--- src/rtl/arp_req_tx.sv ---
// ARP request generator: on a table miss it broadcasts oper=1 frames on the MAC tx path.
// It retries on timeout until a matching rx update arrives or RETRIES frames have gone unanswered.
module arp_req_tx #(
  parameter int unsigned TIMEOUT_TICKS = 125000,
  parameter int unsigned RETRIES       = 3,
  parameter int unsigned LEN           = 46
) (
  input  logic        clk,
  input  logic        rst_n,
  input  logic [47:0] dev_mac,
  input  logic [31:0] dev_ipv4,
  input  logic        req,
  input  logic [31:0] tgt_ipv4,
  output logic        busy,
  output logic        done,
  output logic        err,
  input  logic        rsp_val,
  input  logic [31:0] rsp_ipv4,
  output logic        tx_req,
  input  logic        tx_gnt,
  output logic        tx_v,
  output logic [7:0]  tx_d,
  output logic [47:0] tx_dst_mac,
  output logic [15:0] tx_ethertype
);

  localparam int unsigned TW = $clog2(TIMEOUT_TICKS);
  localparam int unsigned CW = $clog2(RETRIES + 1);
  localparam int unsigned BW = 6;

  typedef enum logic [1:0] {
    S_IDLE     = 2'd0,
    S_WAIT_GNT = 2'd1,
    S_SEND     = 2'd2,
    S_WAIT_RSP = 2'd3
  } state_e;

  state_e          state_q, state_d;
  logic [31:0]     tgt_q, tgt_d;
  logic [47:0]     mac_q, mac_d;
  logic [31:0]     ip_q, ip_d;
  logic [BW-1:0]   cnt_q, cnt_d;
  logic [CW-1:0]   try_q, try_d;
  logic [TW-1:0]   timer_q, timer_d;
  logic            hit_q, hit_d;
  logic            busy_q, busy_d;
  logic            done_q, done_d;
  logic            err_q, err_d;
  logic            tx_req_q, tx_req_d;
  logic            tx_v_q, tx_v_d;
  logic [7:0]      tx_d_q, tx_d_d;
  logic            match_c;
  logic            hit_c;

  // ARP header byte at a given payload index; everything past the header is zero pad.
  function automatic logic [7:0] byte_at(input logic [BW-1:0] idx, input logic [47:0] mac,
                                         input logic [31:0] ip, input logic [31:0] tgt);
    logic [7:0] b;
    case (idx)
      6'd1:    b = 8'h01;
      6'd2:    b = 8'h08;
      6'd4:    b = 8'd6;
      6'd5:    b = 8'd4;
      6'd7:    b = 8'h01;
      6'd8:    b = mac[47:40];
      6'd9:    b = mac[39:32];
      6'd10:   b = mac[31:24];
      6'd11:   b = mac[23:16];
      6'd12:   b = mac[15:8];
      6'd13:   b = mac[7:0];
      6'd14:   b = ip[31:24];
      6'd15:   b = ip[23:16];
      6'd16:   b = ip[15:8];
      6'd17:   b = ip[7:0];
      6'd24:   b = tgt[31:24];
      6'd25:   b = tgt[23:16];
      6'd26:   b = tgt[15:8];
      6'd27:   b = tgt[7:0];
      default: b = 8'h00;
    endcase
    return b;
  endfunction

  assign match_c = rsp_val && (rsp_ipv4 == tgt_q);
  assign hit_c   = hit_q || match_c;

  always_comb begin
    state_d  = state_q;
    tgt_d    = tgt_q;
    mac_d    = mac_q;
    ip_d     = ip_q;
    cnt_d    = cnt_q;
    try_d    = try_q;
    timer_d  = timer_q;
    hit_d    = hit_q;
    done_d   = 1'b0;
    err_d    = 1'b0;
    tx_req_d = tx_req_q;
    tx_v_d   = tx_v_q;
    tx_d_d   = tx_d_q;

    case (state_q)
      S_IDLE: begin
        if (req && (tgt_ipv4 != 32'd0)) begin
          tgt_d    = tgt_ipv4;
          mac_d    = dev_mac;
          ip_d     = dev_ipv4;
          try_d    = '0;
          hit_d    = 1'b0;
          tx_req_d = 1'b1;
          state_d  = S_WAIT_GNT;
        end
      end
      S_WAIT_GNT: begin
        if (match_c) begin
          done_d   = 1'b1;
          tx_req_d = 1'b0;
          state_d  = S_IDLE;
        end else if (tx_gnt) begin
          cnt_d   = '0;
          tx_v_d  = 1'b1;
          tx_d_d  = byte_at(BW'(0), mac_q, ip_q, tgt_q);
          state_d = S_SEND;
        end
      end
      S_SEND: begin
        // A reply seen mid-frame is remembered; the frame always completes.
        if (cnt_q == BW'(LEN - 1)) begin
          tx_v_d   = 1'b0;
          tx_req_d = 1'b0;
          tx_d_d   = 8'h00;
          try_d    = try_q + CW'(1);
          timer_d  = '0;
          hit_d    = 1'b0;
          if (hit_c) begin
            done_d  = 1'b1;
            state_d = S_IDLE;
          end else begin
            state_d = S_WAIT_RSP;
          end
        end else begin
          cnt_d  = cnt_q + BW'(1);
          tx_d_d = byte_at(cnt_q + BW'(1), mac_q, ip_q, tgt_q);
          hit_d  = hit_c;
        end
      end
      S_WAIT_RSP: begin
        if (match_c) begin
          done_d  = 1'b1;
          state_d = S_IDLE;
        end else if (timer_q >= TW'(TIMEOUT_TICKS - 1)) begin
          if (try_q >= CW'(RETRIES)) begin
            err_d   = 1'b1;
            state_d = S_IDLE;
          end else begin
            tx_req_d = 1'b1;
            state_d  = S_WAIT_GNT;
          end
        end else begin
          timer_d = timer_q + TW'(1);
        end
      end
      default: state_d = S_IDLE;
    endcase

    busy_d = (state_d != S_IDLE);
  end

  always_ff @(posedge clk or negedge rst_n) begin
    if (!rst_n) begin
      state_q  <= S_IDLE;
      tgt_q    <= '0;
      mac_q    <= '0;
      ip_q     <= '0;
      cnt_q    <= '0;
      try_q    <= '0;
      timer_q  <= '0;
      hit_q    <= 1'b0;
      busy_q   <= 1'b0;
      done_q   <= 1'b0;
      err_q    <= 1'b0;
      tx_req_q <= 1'b0;
      tx_v_q   <= 1'b0;
      tx_d_q   <= 8'h00;
    end else begin
      state_q  <= state_d;
      tgt_q    <= tgt_d;
      mac_q    <= mac_d;
      ip_q     <= ip_d;
      cnt_q    <= cnt_d;
      try_q    <= try_d;
      timer_q  <= timer_d;
      hit_q    <= hit_d;
      busy_q   <= busy_d;
      done_q   <= done_d;
      err_q    <= err_d;
      tx_req_q <= tx_req_d;
      tx_v_q   <= tx_v_d;
      tx_d_q   <= tx_d_d;
    end
  end

  assign busy         = busy_q;
  assign done         = done_q;
  assign err          = err_q;
  assign tx_req       = tx_req_q;
  assign tx_v         = tx_v_q;
  assign tx_d         = tx_d_q;
  assign tx_dst_mac   = 48'hFFFF_FFFF_FFFF;
  assign tx_ethertype = 16'h0806;

endmodule
--- config.mk ---
export PLATFORM = sky130hd
export DESIGN_NAME = arp_req_tx
export DESIGN_NICKNAME = d
export VERILOG_FILES = /design/src/rtl/arp_req_tx.sv
export SDC_FILE = /design/constraint.sdc
export NUM_CORES = 1
export LEC_CHECK = 0
export CAP_MARGIN = 25
export CORE_UTILIZATION = 35
export DETAILED_ROUTE_END_ITERATION = 12
export SYNTH_ARGS = -nofsm -noshare
export SYNTH_HDL_FRONTEND = slang
export SYNTH_SLANG_ARGS = --single-unit
--- constraint.sdc ---
create_clock -name clk -period 2.9 [get_ports clk]
set_input_delay 0.725 -clock clk [delete_from_list [all_inputs] [get_ports clk]]
set_output_delay 0.725 -clock clk [all_outputs]
set_load 0.05 [all_outputs]
==> flow_metrics.tcl <==
set metrics [dict create \
    ys_ff_latch 153 \
    synth_top_area_frac 0.447 \
    root_buffer "clkbuf_16" \
    htreeDepth 4 \
    ctsLongestPathBuffers 2 \
    report.final.setup_viol 0 \
    hp-class "input pin to asynchronous set/reset pin" \
    area_growth_syn_to_layout_pct 33.7 \
    final_common_cell "clkdlybuf4s50_1" \
    drive_above_1_share 0.231 \
    fin_cells 1339 \
    syn_inst 795 \
    die_h_um 158 \
    grt_pass1_vias 6905 \
    worstPathCellList "dlygate4sd2_1 -> xor2_1 -> or4_1 -> or4_4 -> nor4_4 -> buf_6 -> buf_12 -> o32a_1 -> o31ai_2 -> or2_1" \
    slew_headroom 0.420 \
    yosys_warnings 0 \
    tightestPinTransition_ns 0.871 \
    routabilityCongestion 0.881 \
    grt_max_degree 55 \
    intPower_mw 3.74 \
    rr_startpoint "tgt_q[0]" \
    remaining_drc_errors 0 \
    cts.reportedPaths.clkPinSlew_ns 0.07 \
    grt_use_met2 0.341 \
    finalMaxSlewViolations 0 \
    synthFlopType "dfrtp_1" \
    synth_top_area_cell "dfrtp_1" \
    p_sw_frac 0.311 \
    num_rows 56 \
    slowest_stage "or4_1" \
    core_area_mm2 0.0238 \
    r2r-end "busy" \
    place_ws_ns -0.558 \
    period_share 0.986 \
    wl_per_cell_um 18.7 \
    postCtsHoldBufs 0 \
    critPathLaunchType "input pin" \
    ys_async_sr_fraction 1.00 \
    seq_power_share 0.418 \
    synth-xor-area-share 0.0358 \
    dieWidth_um 158 \
    pin_count 226 \
    cts_sinks 153 \
    synth.avg_cell_area_um2 10.8 \
    cts_made_buffers 17 \
    cp_max_fo 5 \
    skew_ns 0.0108 \
    synth_compound_area_frac 0.147 \
    synthMuxAreaShare 0.154 \
    cpPeakStageDelay_ns 0.53 \
    final_cell_mix "clkdlybuf4s50_1, dfrtp_1, mux2_2" \
    reg2regPathDepth 9 \
    arrival_ns 3.18 \
    seq_area_frac_synth 0.447 \
    overflow 0 \
    vdd_drop_max_mv 0.315 \
    grt_pass1_wl_um 39400 \
    clk_latency_ns 0.44 \
    period_needed_ns 2.86 \
    power.density_mw_per_mm2 475 \
    max_freq_mhz 350 \
    setup_ws_ns 0.0405 \
    vias 6976 \
    post_drt_via_cell_ratio 5.21 \
    utilization 0.481 \
    status "finished, final reports clean" \
    dp_cells 1302 \
    busiest_layer "met2" \
    reg2reg_setup_slack_ns 0.16 \
    p_clk_frac 0.410 \
    synthTopCellsByArea "dfrtp_1, mux2_2, buf_4" \
    start_util 0.360 \
    firstDrtPassIters 5 \
    port-buffer-count 161 \
    final_hold_viol_count 0 \
    synth_simple_gate_area_frac 0.111 \
    max_cap_viol_count 0 \
    cp_data_required_time_ns 3.22 \
    cts_tree "yes" \
    synth_top_family_by_area "multiplexers" \
    antenna_found_initial 1 \
    endpoint_kind "register" \
    final_antenna_net_count 0 \
    fin_tns_setup_ns 0 \
    grtUsageMet3 0.0561 \
    power.leakage_nw 5.18 \
    yosys.area_share.adder 0.0161 \
    layout.nets 1166 \
    crit_type "input pin to register" \
    synth.distinct_cells 70 \
    switchingPower_mw 1.69 \
    grt_usage 0.210 \
    synth_edf_count 0 \
    rsz0062_at_grt "false" \
    postRouteWirelength_um 25100 \
    syn-cell-area_mm2 0.00856 \
    drt_iter0_markers 479 \
    grtUsageMet1 0.273 \
    detailed_place_hpwl_um 19200 \
    comb_power_share 0.172 \
    die-area_mm2 0.0251 \
]
-- how the worst max path moves through the flow --
stage                            from          to
after floorplan           rsp_ipv4[0]  timer_q[1]
after global placement    rsp_ipv4[0]        busy
after detailed placement  rsp_ipv4[0]  timer_q[5]
after CTS                 rsp_ipv4[1]        busy
after global routing      rsp_ipv4[0]        busy
final                     rsp_ipv4[0]        busy
-- worst max-delay path: cells and delay by family --
family	cells	cell delay, ns
compound gates	2	0.28
xor+xnor	1	0.17
buf+inv	3	0.53
simple gates	4	1.49
-- registers in the layout (all words and copies together) (netlist names), 2 cells and up --
signal   count
cnt_q        6
ip_q        32
mac_q       48
state_q      2
tgt_q       32
timer_q     17
try_q        2
tx_d         8
-- final cells by class --
type,count,area (um2)
Clock inverter,14,145
Clock buffer,18,439
Fill cell,2238,12300
Inverter,20,75.1
Timing Repair Buffer,238,2320
Tap cell,319,399
Antenna cell,1,2.50
Multi-Input combinational cell,576,4220
Sequential cell,153,3830
-- power by group through the flow --
stage	logic (mW)	registers, mW	clock network [mW]
4_1_cts	0.935	2.27	2.27
3_3_place_gp	0.931	2.31	0
5_1_grt	1.01	2.28	2.36
6_report	0.936	2.27	2.23
3_5_place_dp	0.934	2.31	0
2_1_floorplan	0.603	2.25	0
-- Yosys cell counts, types with 5 or more instances --
master,n
nor4_1,23
a22o_1,14
nand3_1,17
o21ai_0,33
a21oi_1,20
buf_4,65
a222oi_1,5
clkbuf_1,37
nand2_1,47
mux2i_1,6
ha_1,11
nand2b_1,5
xnor2_1,9
nor2_1,23
o31ai_1,10
dfrtp_1,153
nor3_1,12
xor2_1,26
inv_1,19
a221oi_1,13
o22ai_1,13
nand4_1,7
or3_1,5
mux2_2,112
a22oi_1,17
o211ai_1,9
-- what timing repair did --
item,in CTS,in global routing
gates cloned,1,0
buffers inserted,3,0
pin swaps,4,4
hold endpoints to repair,0,0
setup endpoints to repair,33,10
gates resized for setup,6,0
-- through the flow --
step / hold WS [ns] / power [mW] / cell area, um2
after floorplan: 0.429 / 2.86 / 8790
after global placement: 0.482 / 3.24 / 10800
after detailed placement: 0.495 / 3.24 / 10800
after CTS: 0.259 / 5.47 / 11400
after global routing: 0.284 / 5.66 / 11400
final: 0.246 / 5.44 / 11400
-- kinds of logic after synthesis --
kind of cell	Yosys count
multiplexers	118
AND/OR/NAND/NOR	174
flip-flops	153
buffers and inverters	128
other	2
adder cells (fa/ha/maj)	11
XOR/XNOR	35
AO/OA/AOI/OAI	174
-- routing by layer --
| metal | part of all wire | wire, um | vias up |
|---|---|---|---|
| met2 | 0.48 | 12000 | 249 |
| li1 | - | - | 3260 |
| met1 | 0.43 | 10900 | 3438 |
| met3 | 0.072 | 1810 | 29 |
| met4 | 0.016 | 405 | 0 |
| met5 | 0 | 0 | - |
(Power assumes the default switching activity.)
